<file path="src/rtl/alu_pkg.sv">
// alu_pkg: opcodes, widths, operand-stage request struct and forwarding helper
package alu_pkg;
  localparam int DATA_W = 64;
  localparam int TAG_W = 5;
  localparam int ALU_OP_W = 12;
  localparam logic [ALU_OP_W-1:0] ALU_OP_ADD = 12'd0;
  localparam logic [ALU_OP_W-1:0] ALU_OP_XOR = 12'd1;
  localparam logic [ALU_OP_W-1:0] ALU_OP_AND = 12'd2;
  localparam logic [ALU_OP_W-1:0] ALU_OP_OR = 12'd3;
  typedef struct packed {
    logic [ALU_OP_W-1:0] op;
    logic [DATA_W-1:0] a;
    logic [DATA_W-1:0] b;
    logic [TAG_W-1:0] rd;
  } alu_req_t;
  // Youngest valid producer wins; tag 0 and faulting ops never forward.
  function automatic logic [DATA_W-1:0] fwd_sel(
    input logic [TAG_W-1:0] rs, input logic [DATA_W-1:0] dflt,
    input logic s1_valid, input alu_req_t s1, input logic [DATA_W-1:0] alu_q,
    input logic s2_valid, input logic [TAG_W-1:0] s2_rd, input logic s2_err,
    input logic [DATA_W-1:0] s2_q);
    return (rs == '0) ? dflt :
           (s1_valid && s1.rd == rs && s1.op <= ALU_OP_OR) ? alu_q :
           (s2_valid && s2_rd == rs && !s2_err) ? s2_q : dflt;
  endfunction
endpackage

</file>
<file path="src/rtl/alu_exec_stage_if.sv">
// alu_exec_stage_if: issue-side and writeback-side valid/ready bundle
// slave: the exec stage (takes in_*, out_ready; drives in_ready, out_*)
// master: the surrounding pipeline (drives in_*, out_ready)
interface alu_exec_stage_if
  import alu_pkg::*;
#(parameter int OPERANDSIZE = DATA_W, parameter int REGADDRW = TAG_W);
  logic in_valid, in_ready;
  logic [ALU_OP_W-1:0] in_op;
  logic [OPERANDSIZE-1:0] in_a, in_b;
  logic [REGADDRW-1:0] in_rd, in_rs_a, in_rs_b;
  logic out_valid, out_ready, out_err;
  logic [OPERANDSIZE-1:0] out_q;
  logic [REGADDRW-1:0] out_rd;
  modport slave (
    input in_valid, in_op, in_a, in_b, in_rd, in_rs_a, in_rs_b, out_ready,
    output in_ready, out_valid, out_q, out_rd, out_err
  );
  modport master (
    output in_valid, in_op, in_a, in_b, in_rd, in_rs_a, in_rs_b, out_ready,
    input in_ready, out_valid, out_q, out_rd, out_err
  );
endinterface

</file>
<file path="src/rtl/alu.sv">
// alu: combinational ADD/XOR/AND/OR; unsupported opcodes give 0
// ports: a, b operands; operationSelect opcode; q result
module alu
  import alu_pkg::*;
#(parameter int W = DATA_W) (
  input  logic [W-1:0] a,
  input  logic [W-1:0] b,
  input  logic [ALU_OP_W-1:0] operationSelect,
  output logic [W-1:0] q
);
  always_comb
    q = (operationSelect == ALU_OP_ADD) ? a + b :
        (operationSelect == ALU_OP_XOR) ? a ^ b :
        (operationSelect == ALU_OP_AND) ? a & b :
        (operationSelect == ALU_OP_OR)  ? a | b : '0;
endmodule

</file>
<file path="src/rtl/pipe_reg.sv">
// pipe_reg: one-entry valid/ready register slice for an arbitrary payload type
// ports: clk, rst (async high); in_valid/in_ready/in_data upstream; out_valid/out_ready/out_data downstream
module pipe_reg #(parameter type T = logic) (
  input  logic clk,
  input  logic rst,
  input  logic in_valid,
  output logic in_ready,
  input  T     in_data,
  output logic out_valid,
  input  logic out_ready,
  output T     out_data
);
  assign in_ready = !out_valid || out_ready;
  // When open, the slot either refills or empties; when blocked, it holds.
  always_ff @(posedge clk or posedge rst)
    if (rst) begin
      out_valid <= 1'b0;
      out_data <= '0;
    end else if (in_ready) begin
      out_valid <= in_valid;
      if (in_valid) out_data <= in_data;
    end
endmodule

</file>
<file path="src/rtl/alu_exec_stage.sv">
// alu_exec_stage: two-deep execute stage (S1 operands -> ALU -> S2 result) with back-pressure
// ports: clk, rst (async high); bus: alu_exec_stage_if.slave (issue in_*, writeback out_*)
// ALU_EXEC_BYPASS_EN: forward S1/S2 results into operands at accept by source tag
module alu_exec_stage
  import alu_pkg::*;
#(parameter int OPERANDSIZE = DATA_W, parameter int REGADDRW = TAG_W) (
  input logic clk,
  input logic rst,
  alu_exec_stage_if.slave bus
);
  typedef struct packed {
    logic [OPERANDSIZE-1:0] q;
    logic [REGADDRW-1:0] rd;
    logic err;
  } res_t;
  alu_req_t req, s1;
  res_t res, s2;
  logic s1_valid, s2_ready;
  logic [OPERANDSIZE-1:0] alu_q, op_a, op_b;
`ifdef ALU_EXEC_BYPASS_EN
  always_comb begin
    op_a = fwd_sel(bus.in_rs_a, bus.in_a, s1_valid, s1, alu_q, bus.out_valid, s2.rd, s2.err, s2.q);
    op_b = fwd_sel(bus.in_rs_b, bus.in_b, s1_valid, s1, alu_q, bus.out_valid, s2.rd, s2.err, s2.q);
  end
`else
  assign op_a = bus.in_a;
  assign op_b = bus.in_b;
`endif
  assign req = '{op: bus.in_op, a: op_a, b: op_b, rd: bus.in_rd};
  pipe_reg #(.T(alu_req_t)) u_s1 (
    .clk(clk), .rst(rst),
    .in_valid(bus.in_valid), .in_ready(bus.in_ready), .in_data(req),
    .out_valid(s1_valid), .out_ready(s2_ready), .out_data(s1)
  );
  alu #(.W(OPERANDSIZE)) u_alu (.a(s1.a), .b(s1.b), .operationSelect(s1.op), .q(alu_q));
  assign res = '{q: alu_q, rd: s1.rd, err: s1.op > ALU_OP_OR};
  pipe_reg #(.T(res_t)) u_s2 (
    .clk(clk), .rst(rst),
    .in_valid(s1_valid), .in_ready(s2_ready), .in_data(res),
    .out_valid(bus.out_valid), .out_ready(bus.out_ready), .out_data(s2)
  );
  assign bus.out_q = s2.q;
  assign bus.out_rd = s2.rd;
  assign bus.out_err = s2.err;
endmodule

</file>
<file path="src/flat_wrapper.sv">
// flat-port wrapper written by rule: the top's interface ports become plain ports
module alu_exec_stage_flat import alu_pkg::*;
#(parameter int OPERANDSIZE = DATA_W, parameter int REGADDRW = TAG_W)
  (clk, rst, bus_in_valid, bus_in_op, bus_in_a, bus_in_b, bus_in_rd, bus_in_rs_a, bus_in_rs_b, bus_out_ready, bus_in_ready, bus_out_valid, bus_out_q, bus_out_rd, bus_out_err);
  alu_exec_stage_if #(.OPERANDSIZE(OPERANDSIZE), .REGADDRW(REGADDRW)) bus_i ();
  input logic clk;
  input logic rst;
  input wire logic [$bits(bus_i.in_valid)-1:0] bus_in_valid;
  input wire logic [$bits(bus_i.in_op)-1:0] bus_in_op;
  input wire logic [$bits(bus_i.in_a)-1:0] bus_in_a;
  input wire logic [$bits(bus_i.in_b)-1:0] bus_in_b;
  input wire logic [$bits(bus_i.in_rd)-1:0] bus_in_rd;
  input wire logic [$bits(bus_i.in_rs_a)-1:0] bus_in_rs_a;
  input wire logic [$bits(bus_i.in_rs_b)-1:0] bus_in_rs_b;
  input wire logic [$bits(bus_i.out_ready)-1:0] bus_out_ready;
  output wire logic [$bits(bus_i.in_ready)-1:0] bus_in_ready;
  output wire logic [$bits(bus_i.out_valid)-1:0] bus_out_valid;
  output wire logic [$bits(bus_i.out_q)-1:0] bus_out_q;
  output wire logic [$bits(bus_i.out_rd)-1:0] bus_out_rd;
  output wire logic [$bits(bus_i.out_err)-1:0] bus_out_err;
  assign bus_i.in_valid = bus_in_valid;
  assign bus_i.in_op = bus_in_op;
  assign bus_i.in_a = bus_in_a;
  assign bus_i.in_b = bus_in_b;
  assign bus_i.in_rd = bus_in_rd;
  assign bus_i.in_rs_a = bus_in_rs_a;
  assign bus_i.in_rs_b = bus_in_rs_b;
  assign bus_i.out_ready = bus_out_ready;
  assign bus_in_ready = bus_i.in_ready;
  assign bus_out_valid = bus_i.out_valid;
  assign bus_out_q = bus_i.out_q;
  assign bus_out_rd = bus_i.out_rd;
  assign bus_out_err = bus_i.out_err;
  alu_exec_stage #(.OPERANDSIZE(OPERANDSIZE), .REGADDRW(REGADDRW)) u_core (.clk(clk), .rst(rst), .bus(bus_i));
endmodule
</file>
<file path="config.mk">
export PLATFORM = sky130hd
export DESIGN_NAME = alu_exec_stage_flat
export DESIGN_NICKNAME = d
export VERILOG_FILES = /design/src/rtl/alu_pkg.sv /design/src/rtl/alu_exec_stage_if.sv /design/src/rtl/alu.sv /design/src/rtl/pipe_reg.sv /design/src/rtl/alu_exec_stage.sv /design/src/flat_wrapper.sv
export SDC_FILE = /design/constraint.sdc
export NUM_CORES = 1
export LEC_CHECK = 0
export BUFFER_PORTS_ARGS = -buffer_cell sky130_fd_sc_hd__buf_4
export CORE_MARGIN = 2
export CORE_UTILIZATION = 50
export CTS_BUF_LIST = sky130_fd_sc_hd__clkbuf_4 sky130_fd_sc_hd__clkbuf_8 sky130_fd_sc_hd__clkbuf_16
export DETAILED_ROUTE_END_ITERATION = 10
export GPL_TIMING_DRIVEN = 0
export PLACE_DENSITY = 0.81
export SLEW_MARGIN = 15
export SYNTH_ARGS = -nofsm -noshare
export SYNTH_HDL_FRONTEND = slang
export SYNTH_HIERARCHICAL = 1
export SYNTH_SLANG_ARGS = --single-unit
export TNS_END_PERCENT = 30
</file>
<file path="constraint.sdc">
create_clock -name clk -period 4.68 [get_ports clk]
set_input_delay 0.702 -clock clk [delete_from_list [all_inputs] [get_ports clk]]
set_output_delay 0.702 -clock clk [all_outputs]
set_load 0.005 [all_outputs]
</file>
# == Word level (Yosys, flattened, before mapping) ==
# Cells that the tools add are included.
# totals
register_bits,217
wordCells,28
output_inout_bits,72
input_bits,159
# classes
mux,4
add_sub_neg,1
n_bitwise,3
reduce_logical,7
n_lt_le_gt_ge,1
n_eq_ne,3
# ops
operator,count
64-bit 2-to-1 mux,4
64-bit adder,1
64-bit bitwise AND,1
64-bit OR,1
64-bit bitwise XOR,1
"12-bit by 2-bit equality test with 1-bit output, second input constant",2
"12-bit by 1-bit equality test with 1-bit output, second input constant",1
"12-bit by 2-bit > comparator with 1-bit output, second input constant",1
12-bit zero test,1
2-bit AND reduction,2
1-bit zero test,2
1-bit logical OR,2

# == Longest topological paths before layout ==
# Gate-level depths: netlist (run 1).
# depth
ltp_word,5
ltp_mapped,15
ltp_nobuf,14

# == By module ==
# Netlist (run 1), hierarchy kept.
# modules_own_cells
module,seq_area_each_um2,area_per_inst_um2,cells_each,n_inst
alu,0.0,6990.5,1092,1
pipe_reg at u_core.u_s1,3653.5,5621.6,310,1
pipe_reg at u_core.u_s2,1776.7,2941.6,152,1
alu_exec_stage,0.0,21.3,4,1

# == Worst setup path after synthesis (run 1) ==
# OpenSTA, ideal clock, no wires.
# synth_path
kind,register to register
from,reg u_core/u_s1/out_data[69] (netlist bit)
to,reg u_core/u_s2/out_data[68] (netlist bit)
setup_slack_ns,1.083
path_stages_with_launch,15
synth_period_minus_slack_ns,3.597
path_buffers,0
setup_time_ns,0.125
t_arrival_ns,3.472
required_ns,4.555
path_cell_list,dfrtp_1 > ha_1 > fa_1 > a21o_1 > a311o_1 > nor4b_4 > nor4b_4 > o211ai_2 > a211oi_4 > o31ai_2 > a2111oi_4 > o31ai_1 > mux2i_1 > o21ai_1 > mux2_4
# synth_between
elab_chain_len,2
# synth_lines
element,line_no,rtl
"start, declared",pipe_reg.sv:11,output T out_data
"start signal, assigned",pipe_reg.sv:21,if (in_valid) out_data <= in_data;
64-bit adder,alu.sv:12,q = (operationSelect == ALU_OP_ADD) ? a + b :
64-bit 2-to-1 mux,alu.sv:12,
via u_core.alu_q[62],alu_exec_stage.sv:19,"logic [OPERANDSIZE-1:0] alu_q, op_a, op_b;"
"end signal, assigned",pipe_reg.sv:21,
"end, declared",pipe_reg.sv:11,
# The timed path passes the listed nets, and every way through them passes these cells.
# A chain may end at the register's enable or synchronous reset.

# == Worst setup path in the final report (run 1) ==
# layout_path
from,reg u_core/u_s1/out_data[5] (netlist bit)
to,reg u_core/u_s2/out_data[64] (netlist bit)
# Same word-level chain as after synthesis.

==> flow_summary.toml, run 1 <==
[yosys]
synthTopCellsByArea = "dfrtp_1, mux2_4, ha_1"
syn_area_sq_um = 15600
yosys-top-cells-count = "dfrtp_1, inv_1, ha_1"
syn-num-nets = 1846
synth_cells = 1558
synth-edff-count = 0
seq_area_frac_synth_pct = 34.9
ys_warn_count = 6
synth.avg_cell_area_sq_um = 10.0
synthDominantCellAreaShare_pct = 34.9
synth_largest_area_cell = "dfrtp_1"
async_reset_ff_share_pct = 100
ys_ff_latch = 217
ys.flop_type = "dfrtp_1"
yosysUniqueCellTypes = 74
synth.most_common_cell = "dfrtp_1"

[timing]
fin_crit_sh_pct = 91.9
finalClockSkew_ps = 19.2
drv_slew = 0
max_freq_ghz = 0.232
setup_viol = 0
finalHoldViolations = 0
layout_min_cycle_time_ps = 4300
fin_hold_ws_ps = 181
worst_pin_slew_ps = 1010
rsz0062_at_grt = "false"
maxSlewHeadroom_pct = 32.8

[clock_tree]
numCtsBuffers = 24
cts_root_buf = "clkbuf_16"
cts_hold_buffers = 0
cts_buffer_depth = 3
htreeDepth = 1
clock_latency_ps = 550
cts_tree = "done"
cts_sinks = 217
clk_pin_slew_ps = 60
postCtsSetupBuffers = 0
post_cts_resize_count = 0

[global_routing]
met1_usage_pct = 38.8
grtUsageTotal_pct = 29.3
overflow = 0
grt_max_degree = 86
busiest_layer = "met2"
grt_first_pass_wirelength_mm = 75.7
use_met3_pct = 4.32
use_met2_pct = 48.5
grt_antenna_before_repair = 1
grt_pass1_vias = 13370

[hold_path]
min_path_type = "input port to asynchronous set/reset pin"

[power_and_ir_drop]
power_density_nw_per_um2 = 389
ir_worst_vdd_mv = 0.350
leakagePower_nw = 9.40

[place]
io_buffers = 220
hpwl_mm = 36.2
placed_cells = 2176
place_congestion = 0.953

[worst_setup_path]
cpMostUsedCell = "nor4b_4"
arrival_ps = 4790
crit_path_cell_trace = "ha_1 -> fa_1 -> a21o_1 -> a311o_1 -> nor4b_4 -> nor4b_4 -> o211ai_2 -> a211oi_4 -> o31ai_2 -> a2111oi_4 -> nor2_1 -> xnor2_1 -> a211oi_1 -> mux2_4"
slowest_stage = "a2111oi_4"
cp.required_ps = 5170
start_kind = "register"
cp_max_fo = 4
endpoint_kind = "register"
critPathKind = "register to register"
path_delay_family = "compound AO/OA/AOI/OAI gates"
path_buf_inv = 0
cp_slowest_stage_delay_ps = 450

[run_status]
status = "finished clean"

[layout]
fill_cells = 2553
seqCellArea_sq_um = 5430
syn_to_final_growth_pct = 19.8
antennaDiodeCount = 0
drive_gt1_share_pct = 30.1
final_util_pct = 60.8
nNetsFinal = 2094
multiInputGateArea_sq_um = 9080
final-instance-count-excl-fill = 2220

[drt]
vias_per_cell = 5.82
postRouteAntennaNets = 0
wl_mm = 48.4
via_count = 12927
route.detailed.drc = 0
first_pass_iters = 6
dr.first_iter.drc_count = 1007
post_drt_wl_per_cell_microns = 21.8

[floorplanning]
die_w_microns = 180
initial_core_util_pct = 50.8
die_h_microns = 180
dieArea_sq_um = 32600
pin_count = 231
core_area_sq_um = 30700
rows = 64

[run]
max_cap_viol_count = 0
state kept, by name, summed over array words and instances, names as in the netlist:
signal / flops
u_core/u_s1/out_data: 145
u_core/u_s1/out_valid: 1
u_core/u_s2/out_data: 70
u_core/u_s2/out_valid: 1
cells by family after synthesis:
logic type	count (synthesis)	synth area share [%]
adder cells (fa/ha/maj)	129	10.4
buffers and inverters	249	6.86
AND/OR/NAND/NOR	320	9.77
AO/OA/AOI/OAI	373	15.8
multiplexers	229	20.0
XOR/XNOR	41	2.31
flip-flops	217	34.9
placed cells by master, fill, tap and decap left out, types with 7 or more instances in the layout:
cell / count
o21ai_0: 62
nand2b_1: 11
xnor2_1: 19
nor3_1: 10
buf_4: 220
mux4_2: 7
o21bai_1: 13
nand3_1: 18
buf_2: 20
buf_1: 8
nand2_1: 97
inv_1: 147
clkbuf_16: 24
a31oi_1: 8
and3_1: 10
buf_6: 14
o22ai_1: 13
nor2_1: 120
dfrtp_1: 217
o311a_1: 8
a21o_1: 45
xor2_1: 22
a22oi_1: 14
ha_1: 128
clkbuf_1: 53
mux2_4: 120
mux2_2: 97
nand4_1: 19
a21oi_1: 122
a211oi_1: 34
cell type report:
class | instances | area share [%]
clock buffers | 30 | 3.56
flip-flops and latches | 217 | 29.1
repair buffers | 222 | 9.15
clock inverters | 14 | 1.08
multi-input cells | 1092 | 48.7
well taps | 396 | 2.66
inverters | 151 | 3.09
plain buffers | 98 | 2.69
routing by layer:
layer | up-vias | share of wire, % | wire length [microns]
li1 | 5955 | - | -
met1 | 6354 | 41 | 20000
met2 | 500 | 47 | 23000
met3 | 118 | 7.0 | 3370
met4 | 0 | 4.2 | 2050
met5 | - | 0 | 0
final timing paths:
check	from	endpoint	cells after the start	slack, ps
min	rst	u_core/u_s2/out_data[2]$_DFFE_PP0P_	2	180
min in group clk	bus_in_b[23]	u_core/u_s1/out_data[28]$_DFFE_PP0P_	2	380
max in group asynchronous	rst	u_core/u_s1/out_data[100]$_DFFE_PP0P_	3	3670
max	u_core/u_s1/out_data[5]$_DFFE_PP0P_	u_core/u_s2/out_data[64]$_DFFE_PP0P_	14	380
max reg2reg	u_core/u_s1/out_data[5]$_DFFE_PP0P_	u_core/u_s2/out_data[64]$_DFFE_PP0P_	14	380
min reg2reg	u_core/u_s1/out_data[3]$_DFFE_PP0P_	u_core/u_s2/out_data[4]$_DFFE_PP0P_	1	510
through the flow:
step | setup TNS, ps | worst slack (ps) | power, mW | area, sq um
final | 0 | 378 | 7.26 | 18700
after global placement | -229250 | -1600 | 5.09 | 17700
after global routing | 0 | 237 | 7.67 | 18700
after CTS | 0 | 410 | 7.25 | 18700
after floorplan | 0 | 55.0 | 4.33 | 15600
after detailed placement | 0 | 431 | 5.17 | 17800
where the power goes:
part	total, mW	switching (mW)	leakage [nW]	internal, mW
clock	2.05	0.813	0.411	1.24
combinational	2.94	1.73	6.31	1.21
sequential	2.27	0.192	2.67	2.08
total	7.26	2.74	9.40	4.53
(Power assumes the default switching activity.)
==> inputs of run 2 (changes only) <==
CORE_ASPECT_RATIO = 1.25   (was default)
==> run 2 against run 1 <==
Non-clock buffer count unchanged; via count is 0.88% lower; sequential share of layout area up 0.098 points; clock power is 7% lower; critical path type unchanged; clock skew fell by 7.9 ps; routed wire length decreased by 2.8%; count of clock-buffer cells in the layout down 2.
==> flow_summary.toml, run 2 (synthesis results as in run 1) <==
[floorplanning]
dieArea_sq_um = 32600
rows = 72
die_h_microns = 201
initial_core_util_pct = 50.6
pin_count = 231
core_area_sq_um = 30800
die_w_microns = 162

[clock_tree]
numCtsBuffers = 23
post_cts_resize_count = 0
postCtsSetupBuffers = 0
cts_hold_buffers = 0
cts_sinks = 217
htreeDepth = 1
clk_pin_slew_ps = 60
clock_latency_ps = 530
cts_root_buf = "clkbuf_16"
cts_tree = "done"
cts_buffer_depth = 3

[timing]
rsz0062_at_grt = "false"
maxSlewHeadroom_pct = 38.5
fin_hold_ws_ps = 221
worst_slack_ps = 207
setup_viol = 0
worst_pin_slew_ps = 923
max_freq_ghz = 0.224
layout_min_cycle_time_ps = 4470
finalClockSkew_ps = 11.3
finalHoldViolations = 0
drv_slew = 0
fin_setup_tns_ps = 0
fin_crit_sh_pct = 95.6

[run_status]
status = "finished clean"

[power_and_ir_drop]
ir_worst_vdd_mv = 0.303
power_density_nw_per_um2 = 381
leakagePower_nw = 9.38

[layout]
final_util_pct = 60.3
syn_to_final_growth_pct = 19.4
largestRegisters = "u_core/u_s1/out_data (145), u_core/u_s2/out_data (70)"
layout.cells.most_common_list = "buf_4, dfrtp_1, inv_1"
nNetsFinal = 2093
top_register = "u_core/u_s1/out_data"
drive_gt1_share_pct = 30.0
largest_register_ffs = 145
fill_cells = 2560
layout_commonest_cell = "buf_4"

[global_routing]
grtUsageTotal_pct = 29.0
grt_first_pass_wirelength_mm = 74.5
grt_pass1_vias = 13655
grt_antenna_before_repair = 2
grt_max_degree = 77
overflow = 0

[drt]
postRouteAntennaNets = 0
route.detailed.drc = 0
first_pass_iters = 5
wl_mm = 47.1
vias_per_cell = 5.75
post_drt_wl_per_cell_microns = 21.1
via_count = 12813
dr.first_iter.drc_count = 853

[place]
place_ws_ps = 245
place_congestion = 0.969
hpwl_mm = 35.7
io_buffers = 220

[hold_path]
min_path_type = "input port to asynchronous set/reset pin"

[worst_setup_path]
endpoint_kind = "register"
start_kind = "register"
rr_worst_depth = 14
arrival_ps = 4950
cp.required_ps = 5150
critPathKind = "register to register"
cp_max_fo = 4

[run]
max_cap_viol_count = 0
## run 2: cell type report
class	count	area (sq um)	share of cell area (%)
Multi-Input combinational cell	1092	9080	48.8
Sequential cell	217	5430	29.2
Timing Repair Buffer	222	1710	9.18
Clock buffer	28	632	3.40
Inverter	151	577	3.10
Tap cell	407	509	2.74
Buffer	98	502	2.70
Clock inverter	13	153	0.821
Antenna cell	2	5.00	0.0269
## run 2: routing by layer
layer	share of wire (%)	vias to the layer above	global-route usage [%]
met2	51	439	51.7
li1	-	5948	-
met5	0	-	0
met1	40	6309	35.4
met4	4.1	0	12.0
met3	5.1	117	3.11
## run 2: per-stage QoR
step | instances | power (mW) | cell area, sq um
floorplan | 1558 | 4.33 | 15600
global placement | 2185 | 5.07 | 17700
detailed placement | 2187 | 5.14 | 17800
CTS | 2228 | 7.08 | 18600
global route | 2230 | 7.49 | 18600
finish | 2230 | 7.09 | 18600
## run 2: worst paths after layout
path | start | to | slack, ps
max in group asynchronous | rst | u_core/u_s1/out_data[38]$_DFFE_PP0P_ | 3680
worst min-delay path | rst | u_core/u_s2/out_data[3]$_DFFE_PP0P_ | 220
worst max-delay path | u_core/u_s1/out_data[69]$_DFFE_PP0P_ | u_core/u_s2/out_data[64]$_DFFE_PP0P_ | 210
worst min register to register | u_core/u_s1/out_data[1]$_DFFE_PP0P_ | u_core/u_s2/out_data[2]$_DFFE_PP0P_ | 500
worst max register to register | u_core/u_s1/out_data[69]$_DFFE_PP0P_ | u_core/u_s2/out_data[64]$_DFFE_PP0P_ | 210
min in group clk | bus_in_valid | u_core/u_s1/out_valid$_DFFE_PP0P_ | 400
## run 2: power by group
part | switching (mW) | internal (mW)
clock | 0.776 | 1.13
combinational | 1.70 | 1.21
sequential | 0.188 | 2.08
## run 2: worst max-delay path: stages (launching register included)
cell and delay, ps:
dfrtp_1 400, ha_1 250, fa_1 410, a21o_1 210, a311o_1 440, nor4b_4 180
nor4b_4 330, o211ai_2 220, a211oi_4 370, o31ai_2 200, a2111oi_4 480, nor2_1 110
xnor2_1 140, a211oi_1 450, mux2_4 230
